$ cat src/rtl/mdu_pkg.sv
// Shared encodings and sizing for the iterative multiply/divide unit.
package mdu_pkg;

  localparam int WIDTH = 32;
  localparam int ITER  = 32;

  // Operation encodings driven on the op input.
  typedef enum logic [1:0] {
    MDU_MULT  = 2'b00,
    MDU_MULTU = 2'b01,
    MDU_DIV   = 2'b10,
    MDU_DIVU  = 2'b11
  } mdu_op_e;

  // Control states: wait for start, iterate, then sign-fix and write back.
  typedef enum logic [1:0] {
    ST_IDLE = 2'b00,
    ST_RUN  = 2'b01,
    ST_FIX  = 2'b10
  } mdu_state_e;

endpackage

$ cat src/rtl/mdu.sv
// Iterative multiply/divide unit with HI/LO registers.
// Multiply is MSB-first shift-add over the multiplier magnitude; divide is
// restoring division with the dividend magnitude fed in MSB-first. Both use
// unsigned magnitudes and fix the signs in the final FIX cycle.
//
// Handshake: start is sampled only in IDLE. busy stays high from the edge
// after start until the FIX edge; done pulses for one cycle after FIX, which
// is also the first cycle in which a new start is accepted.
module mdu #(
  parameter int WIDTH = mdu_pkg::WIDTH
) (
  input  logic             clock,
  input  logic             resetn,
  input  logic             start,
  input  logic [1:0]       op,
  input  logic [WIDTH-1:0] a,
  input  logic [WIDTH-1:0] b,
  input  logic             whi,
  input  logic             wlo,
  input  logic [WIDTH-1:0] wdata,
  output logic             busy,
  output logic             done,
  output logic [WIDTH-1:0] hi,
  output logic [WIDTH-1:0] lo
);
  import mdu_pkg::*;

  localparam int             CW       = $clog2(WIDTH);
  localparam logic [CW-1:0]  CNT_LAST = CW'(WIDTH - 1);

  mdu_state_e           r_state;
  mdu_state_e           w_state_nxt;
  logic [CW-1:0]        r_cnt;
  logic [2*WIDTH-1:0]   r_acc;
  logic [2*WIDTH-1:0]   w_acc_nxt;
  logic [WIDTH-1:0]     r_ma;
  logic [WIDTH-1:0]     r_mb;
  logic                 r_sa;
  logic                 r_sb;
  logic                 r_is_div;
  logic [WIDTH-1:0]     r_hi;
  logic [WIDTH-1:0]     r_lo;
  logic                 r_done;

  logic                 w_is_signed;
  logic                 w_sa;
  logic                 w_sb;
  logic [WIDTH:0]       w_rem_sh;
  logic [WIDTH:0]       w_trial;
  logic [2*WIDTH-1:0]   w_prod;
  logic [WIDTH-1:0]     w_quo;
  logic [WIDTH-1:0]     w_rem;
  logic                 w_div_zero;

  function automatic logic [WIDTH-1:0] abs_val(input logic [WIDTH-1:0] v);
    return v[WIDTH-1] ? (~v + 1'b1) : v;
  endfunction

  function automatic logic [WIDTH-1:0] cneg(input logic [WIDTH-1:0] v, input logic neg);
    return neg ? (~v + 1'b1) : v;
  endfunction

  function automatic logic [2*WIDTH-1:0] cneg2(input logic [2*WIDTH-1:0] v, input logic neg);
    return neg ? (~v + 1'b1) : v;
  endfunction

  // MULT and DIV (op[0]=0) treat operands as signed.
  assign w_is_signed = ~op[0];
  assign w_sa        = w_is_signed & a[WIDTH-1];
  assign w_sb        = w_is_signed & b[WIDTH-1];

  // FSM state register.
  always_ff @(posedge clock or negedge resetn) begin
    if (!resetn) r_state <= ST_IDLE;
    else         r_state <= w_state_nxt;
  end

  // FSM next-state: 32 RUN cycles counted down to zero, then one FIX cycle.
  always_comb begin
    w_state_nxt = r_state;
    case (r_state)
      ST_IDLE: if (start)         w_state_nxt = ST_RUN;
      ST_RUN:  if (r_cnt == '0)   w_state_nxt = ST_FIX;
      ST_FIX:                     w_state_nxt = ST_IDLE;
      default:                    w_state_nxt = ST_IDLE;
    endcase
  end

  // One multiply or divide step per RUN cycle; r_cnt selects the operand bit.
  always_comb begin
    w_acc_nxt = r_acc;
    w_rem_sh  = {r_acc[2*WIDTH-1:WIDTH], r_ma[r_cnt]};
    w_trial   = w_rem_sh - {1'b0, r_mb};
    if (r_is_div) begin
      if (!w_trial[WIDTH]) w_acc_nxt = {w_trial[WIDTH-1:0],  r_acc[WIDTH-2:0], 1'b1};
      else                 w_acc_nxt = {w_rem_sh[WIDTH-1:0], r_acc[WIDTH-2:0], 1'b0};
    end else begin
      w_acc_nxt = {r_acc[2*WIDTH-2:0], 1'b0} +
                  (r_mb[r_cnt] ? {{WIDTH{1'b0}}, r_ma} : {2*WIDTH{1'b0}});
    end
  end

  // Sign correction applied in FIX. A zero divisor yields quotient all-ones
  // and remainder equal to the original dividend.
  always_comb begin
    w_prod     = cneg2(r_acc, r_sa ^ r_sb);
    w_quo      = cneg(r_acc[WIDTH-1:0], r_sa ^ r_sb);
    w_rem      = cneg(r_acc[2*WIDTH-1:WIDTH], r_sa);
    w_div_zero = (r_mb == '0);
  end

  // Operand latch, iteration state, HI/LO writes and the done pulse.
  always_ff @(posedge clock or negedge resetn) begin
    if (!resetn) begin
      r_cnt    <= '0;
      r_acc    <= '0;
      r_ma     <= '0;
      r_mb     <= '0;
      r_sa     <= 1'b0;
      r_sb     <= 1'b0;
      r_is_div <= 1'b0;
      r_hi     <= '0;
      r_lo     <= '0;
      r_done   <= 1'b0;
    end else begin
      r_done <= (r_state == ST_FIX);
      case (r_state)
        ST_IDLE: begin
          if (whi) r_hi <= wdata;
          if (wlo) r_lo <= wdata;
          if (start) begin
            r_ma     <= w_is_signed ? abs_val(a) : a;
            r_mb     <= w_is_signed ? abs_val(b) : b;
            r_sa     <= w_sa;
            r_sb     <= w_sb;
            r_is_div <= op[1];
            r_acc    <= '0;
            r_cnt    <= CNT_LAST;
          end
        end
        ST_RUN: begin
          r_acc <= w_acc_nxt;
          if (r_cnt != '0) r_cnt <= r_cnt - 1'b1;
        end
        ST_FIX: begin
          if (r_is_div) begin
            r_hi <= w_rem;
            r_lo <= w_div_zero ? {WIDTH{1'b1}} : w_quo;
          end else begin
            r_hi <= w_prod[2*WIDTH-1:WIDTH];
            r_lo <= w_prod[WIDTH-1:0];
          end
        end
        default: ;
      endcase
    end
  end

  assign busy = (r_state != ST_IDLE);
  assign done = r_done;
  assign hi   = r_hi;
  assign lo   = r_lo;

endmodule

$ cat config.mk
export PLATFORM = sky130hd
export DESIGN_NAME = mdu
export DESIGN_NICKNAME = d
export VERILOG_FILES = /design/src/rtl/mdu_pkg.sv /design/src/rtl/mdu.sv
export SDC_FILE = /design/constraint.sdc
export NUM_CORES = 1
export LEC_CHECK = 0
export CAP_MARGIN = 20
export CORE_MARGIN = 2
export CORE_UTILIZATION = 36
export DETAILED_ROUTE_END_ITERATION = 16
export PLACE_DENSITY = 0.6
export SYNTH_ARGS = -nofsm -noshare
export SYNTH_HDL_FRONTEND = slang
export SYNTH_SLANG_ARGS = --single-unit
$ cat constraint.sdc
create_clock -name clock -period 5.3 [get_ports clock]
set_clock_uncertainty 0.1 [all_clocks]
set_input_delay 1.06 -clock clock [delete_from_list [all_inputs] [get_ports clock]]
set_output_delay 1.06 -clock clock [all_outputs]
set_load 0.01 [all_outputs]
==> metrics, run 1 <==
status=completed; first-pass GRT wire length=85400 um; Synth cell types=74; final wirelength=55100 um; Ports=169; Core Footprint=44400 um2; setup TNS=0 ps; fmax=199 MHz; number of gates resized after CTS=0; Starting DRT DRC Count=1330; Worst EP required=5630 ps; clk_lat worst skew=550 ps; fin crit share=94.6%; register area=5080 um2; Netlist Area Pre-Place=16300 um2; fin crit period=5010 ps; Pins Over Slew Limit=0; number of diodes=0; Nets=2302; clock sink count=203; placed cells=2693; Post-DP Area=18700 um2; RSZ-0062 raised after global routing=false; ys flop type=dfrtp_1; Rows=77; maxcap violations=0; Multi-input gate area=10500 um2; post-synthesis register bit count=203; Via Count=15700; largest net degree at the start of global routing=117; Reg2Reg Setup Slack=290 ps; Worst VDD drop=0.304 mV; ratio of cells with drive above 1 in the final layout=6.35%; Root Buffer=clkbuf_16; Final Core Density=43.9%; area grow syn2layout=19.5%; Die H=217 um; grt ovf=0; Residual DRC=0; Setup CP Type=flip-flop to flip-flop; Post-CTS Setup Bufs=0; Synth async-reset ratio=100%; Antenna Violating Nets Remaining=0; DP HPWL=42400 um; M1 WL=26000 um; Avg Cell Area, Syn=8.07 um2; pwr dens=759 nW/um2; Layout fillers=4401; sequential share of the synthesized area=31.2%; Setup violations, final=0; CP endpoint kind=flip-flop; Max FO, Critical Path=20; total die area=47000 um2; via density per instance=5.72; H-tree levels=1; CTS Buf Count=24; GRT Total Usage=22.8%; max layer used=met4; Port Buffers=168; leakage power=0.00788 uW; first-pass iteration count of the detailed router=6; Die X-Extent=217 um; Final GP Congestion=0.935; worst slew pin tran=1030 ps; synth warn=0; Worst EP arrival=5350 ps; syn nets=2195; vias in the first global route=14700; Setup crit start kind=flip-flop; hold_buf cts=0; CTS tree=built; Worst Hold Class=flip-flop to flip-flop; Mapped Cells=2020; met3 wire len=3770 um; initial antenna violation count=0; fin cells=2735; clk slew on worst S/H paths=60 ps; final instance area=19500 um2; routed length on met2=23500 um; post-DR wirelength/cell=20.1 um; Slew headroom=31.3%; Post-synth EDFFs=0; Starting Density=36.7%; Max Root-Sink Buffers=3; final-report hold violation count=0
[layout make-up]
cell class	count	share of cell area (%)
Clock buffer	31	3.32
Inverter	68	1.31
Multi-Input combinational cell	1613	53.8
Clock inverter	11	0.899
Sequential cell	203	26.1
Timing Repair Buffer	217	10.8
Tap cell	592	3.80
[report_power, final]
part	total, uW	leakage [uW]	internal, uW	switching [uW]
Clock	1750	0.000396	1060	695
Sequential	3450	0.00250	2300	1150
Combinational	9580	0.00498	4110	5470
Total	14800	0.00788	7470	7310
[worst max-delay path, stage by stage (launching register included)]
cell and delay [ps]:
dfrtp_1 370, buf_12 190, mux4_2 520, mux4_2 490, mux2i_1 240, ha_1 220
inv_1 60, fa_1 420, a211oi_1 310, o21ai_0 200, nand2_1 150, o41ai_1 120
a21oi_1 270, xor2_1 120, nor2_1 800, a22oi_1 170, o311ai_0 140
[cell usage after synthesis, drive strengths merged (8+ instances only)]
cell type	count	area, um2
a211oi	11	82.6
a21o	22	165
a21oi	153	766
a221o	8	80.1
a221oi	10	87.6
a22oi	26	195
a31oi	24	165
and2	14	87.6
and3	25	161
buf	11	50.0
clkbuf	125	469
dfrtp	203	5080
ha	70	876
inv	68	255
mux2i	16	160
mux4	20	450
nand2	240	901
nand2b	15	93.8
nand3	52	260
nand4	25	156
nor2	131	492
nor2b	42	263
nor3	34	170
nor4	37	253
o211ai	12	90.1
o21a	11	82.6
o21ai	215	1080
o21bai	9	67.6
o22ai	41	257
o31ai	19	156
o41ai	14	123
or3	24	150
or4	9	78.8
xnor2	119	1040
xor2	78	683
[kinds of logic after synthesis]
group	Yosys count	share of synthesized area (%)
and+or+nand+nor	678	20.3
buffers and inverters	204	4.75
adders and majority gates	72	5.62
DFF	203	31.2
AOI/OAI and AO/OA	628	23.7
muxes	38	3.88
xor gates and xnor gates	197	10.6
[metrics by stage]
stage                     total power, uW  hold WS [ps]  worst slack, ps
after floorplan                      9610           359             37.1
after global placement              12800           361              194
after detailed placement            12900           371              118
after CTS                           14700           384             94.4
after global routing                15900           403             36.4
final                               14800           377              286
[registers in the layout, indices dropped and copies added, names as in the netlist]
| name | count |
|---|---|
| r_cnt | 5 |
| hi | 32 |
| r_mb | 32 |
| r_sa | 1 |
| r_state | 2 |
| r_sb | 1 |
| r_ma | 32 |
| done | 1 |
| r_is_div | 1 |
| lo | 32 |
| r_acc | 64 |
[worst paths after layout]
| kind | startpoint | to | cells after the start |
|---|---|---|---|
| max | r_cnt[0] | r_acc[35] | 16 |
| min | lo[1] | lo[1] | 2 |
| max reg2reg | r_cnt[0] | r_acc[35] | 16 |
| min reg2reg | lo[1] | lo[1] | 2 |
| max in group asynchronous | resetn | r_acc[59] | 2 |
| min in group asynchronous | resetn | lo[9] | 1 |
[placed cells by master, fill, tap and decap left out, types with 12 or more instances in the layout]
cell	count
nor2_1	130
nand2b_1	15
nand4_1	25
buf_4	45
a22oi_1	26
xor2_1	78
clkdlybuf4s50_1	167
and2_1	14
dfrtp_1	201
o211ai_1	12
mux4_2	20
a21o_1	22
or3_1	24
o21ai_0	206
ha_1	70
nand2_1	239
nor3_1	34
clkbuf_16	24
o31ai_1	18
nor2b_1	42
a31oi_1	23
mux2i_1	15
inv_1	67
and3_1	24
nand3_1	52
nor4_1	34
a21oi_1	153
xnor2_1	119
o41ai_1	14
o22ai_1	41
[metal layers]
layer | vias to the layer above | GRT usage (%)
met2 | 613 | 34.2
met4 | 0 | 7.74
met1 | 7388 | 33.6
met5 | - | 0
met3 | 89 | 3.17
li1 | 7562 | -
Power figures use the tool's default switching activity.
==> inputs of run 2 (changes only) <==
- PLACE_DENSITY: 0.6 -> 0.57
==> run 2 against run 1 <==
Sequential share of layout area barely moved. Largest cell class unchanged. Design area fell by 0.17%. Count of clock-buffer cells in the layout did not move. Register-to-register slack barely moved. Via count rose by 0.74%. Sequential power fell by 1%. Global-route usage rose by 0.84 points. Final cell count rose by 0.18%.
==> metrics, run 2 (synthesized netlist as in run 1, its figures left out) <==
status=completed; final-report hold violation count=0; Post-CTS Setup Bufs=0; total die area=47000 um2; Die X-Extent=217 um; Core Footprint=44400 um2; clock sink count=203; Worst Hold Class=flip-flop to flip-flop; CP bufs+invs=2; largest net degree at the start of global routing=104; sequential share of power=23.1%; H-tree levels=1; CP endpoint kind=flip-flop; Antenna Violating Nets Remaining=0; Nets=2305; commonest non-fill, non-tap cells in the layout=nand2_1, o21ai_0, dfrtp_1, clkdlybuf4s50_1, a21oi_1; CTS Buf Count=25; fin crit period=5020 ps; Setup crit start kind=flip-flop; Pins Over Slew Limit=0; Slew headroom=31.4%; P_sw=7400 uW; setup TNS=0 ps; Port Buffers=168; first-pass GRT wire length=88600 um; Internal Power=7310 uW; Rows=77; vias in the first global route=15200; commonest non-fill, non-tap cell in the layout=nand2_1; Root Buffer=clkbuf_16; GRT Total Usage=23.6%; fin crit share=94.8%; DP HPWL=42800 um; max reg flops=64; via density per instance=5.75; sw frac=50.3%; final wirelength=56000 um; Min Hold Slack=381 ps; Gate power share=65.5%; grt ovf=0; Layout fillers=4401; Multi-input gate area=10500 um2; placed cells=2694; Die H=217 um; Setup violations, final=0; Max FO, Critical Path=32; final instance area=19500 um2; Ports=169; Starting Density=36.7%; Worst EP arrival=5370 ps; Top delay family on crit path=compound AO/OA/AOI/OAI gates; Setup CP Type=flip-flop to flip-flop; worst slew pin tran=1030 ps; Most flops, register=r_acc; Post-DP Area=18600 um2; Max Root-Sink Buffers=3; leakage power=0.00787 uW; fin cells=2740; clk_lat worst skew=560 ps; RSZ-0062 raised after global routing=false; first-pass iteration count of the detailed router=6; worst slack, placed=195 ps; Worst EP required=5650 ps; initial antenna violation count=1; setup slack after layout=278 ps; Final GP Congestion=0.888; CTS tree=built; post-DR wirelength/cell=20.4 um; pwr dens=756 nW/um2; register area=5080 um2; slowest CP cell=or4b_2; Via Count=15800; Clock power frac=11.4%; area grow syn2layout=19.3%; maxcap violations=0; ratio of cells with drive above 1 in the final layout=6.94%; Worst VDD drop=0.352 mV; Starting DRT DRC Count=1370; Residual DRC=0; CP peak stage delay=660 ps; hold_buf cts=0; fmax=199 MHz; CP cell instances=buf_4 > mux4_2 > mux4_2 > mux2i_2 > buf_12 > nor2b_1 > ha_1 > a211o_1 > nand2_1 > a21oi_1 > a31o_2 > a21oi_2 > o21ai_1 > nand2_1 > or4b_2 > a32o_1; number of diodes=0; number of gates resized after CTS=0; clk slew on worst S/H paths=70 ps
run 2: layout make-up:
class,instances,share of cell area [%]
sequential,203,26.1
inverter,68,1.31
clock inverter,14,0.470
clock buffer,31,3.59
timing repair buffer,219,10.8
multi-input combinational,1613,53.9
tap,592,3.81
run 2: worst paths after layout:
| kind | startpoint | end | slack [ps] | cells after the start |
|---|---|---|---|---|
| worst max-delay path | r_cnt[0] | r_acc[51] | 280 | 16 |
| worst min-delay path | lo[28] | lo[28] | 380 | 2 |
| worst max register to register | r_cnt[0] | r_acc[51] | 280 | 16 |
| worst min register to register | lo[28] | lo[28] | 380 | 2 |
| max in group asynchronous | resetn | r_acc[7] | 3520 | 2 |
| min in group asynchronous | resetn | r_mb[21] | 480 | 1 |
run 2: layer usage:
| layer | share of wire, % | wire (um) | vias to the layer above | global-route usage, % |
|---|---|---|---|---|
| met4 | 2.8 | 1590 | 2 | 7.10 |
| met5 | 0.030 | 17 | - | 0 |
| met1 | 48 | 26600 | 7525 | 35.1 |
| met2 | 43 | 24300 | 593 | 36.4 |
| li1 | - | - | 7561 | - |
| met3 | 6.2 | 3460 | 87 | 2.26 |
run 2: stage by stage:
stage               utilization [%]  power, uW
finish                         43.8      14700
CTS                            43.7      14600
floorplan                         -       9610
global placement               42.0      12800
detailed placement             42.0      12900
global route                   43.8      15900
run 2: power groups by stage:
stage	Combinational [uW]	Sequential [uW]	Clock (uW)
after CTS	9540	3370	1700
after detailed placement	9500	3400	0
after global placement	9410	3380	0
after global routing	10600	3500	1760
final	9640	3400	1670
after floorplan	6690	2920	0
run 2: tightest hold or removal path, delay by kind of cell, from the launching register on:
| family | cells | cell delay, ps |
|---|---|---|
| flops | 1 | 340 |
| compound gates | 1 | 60 |
| simple gates | 1 | 50 |
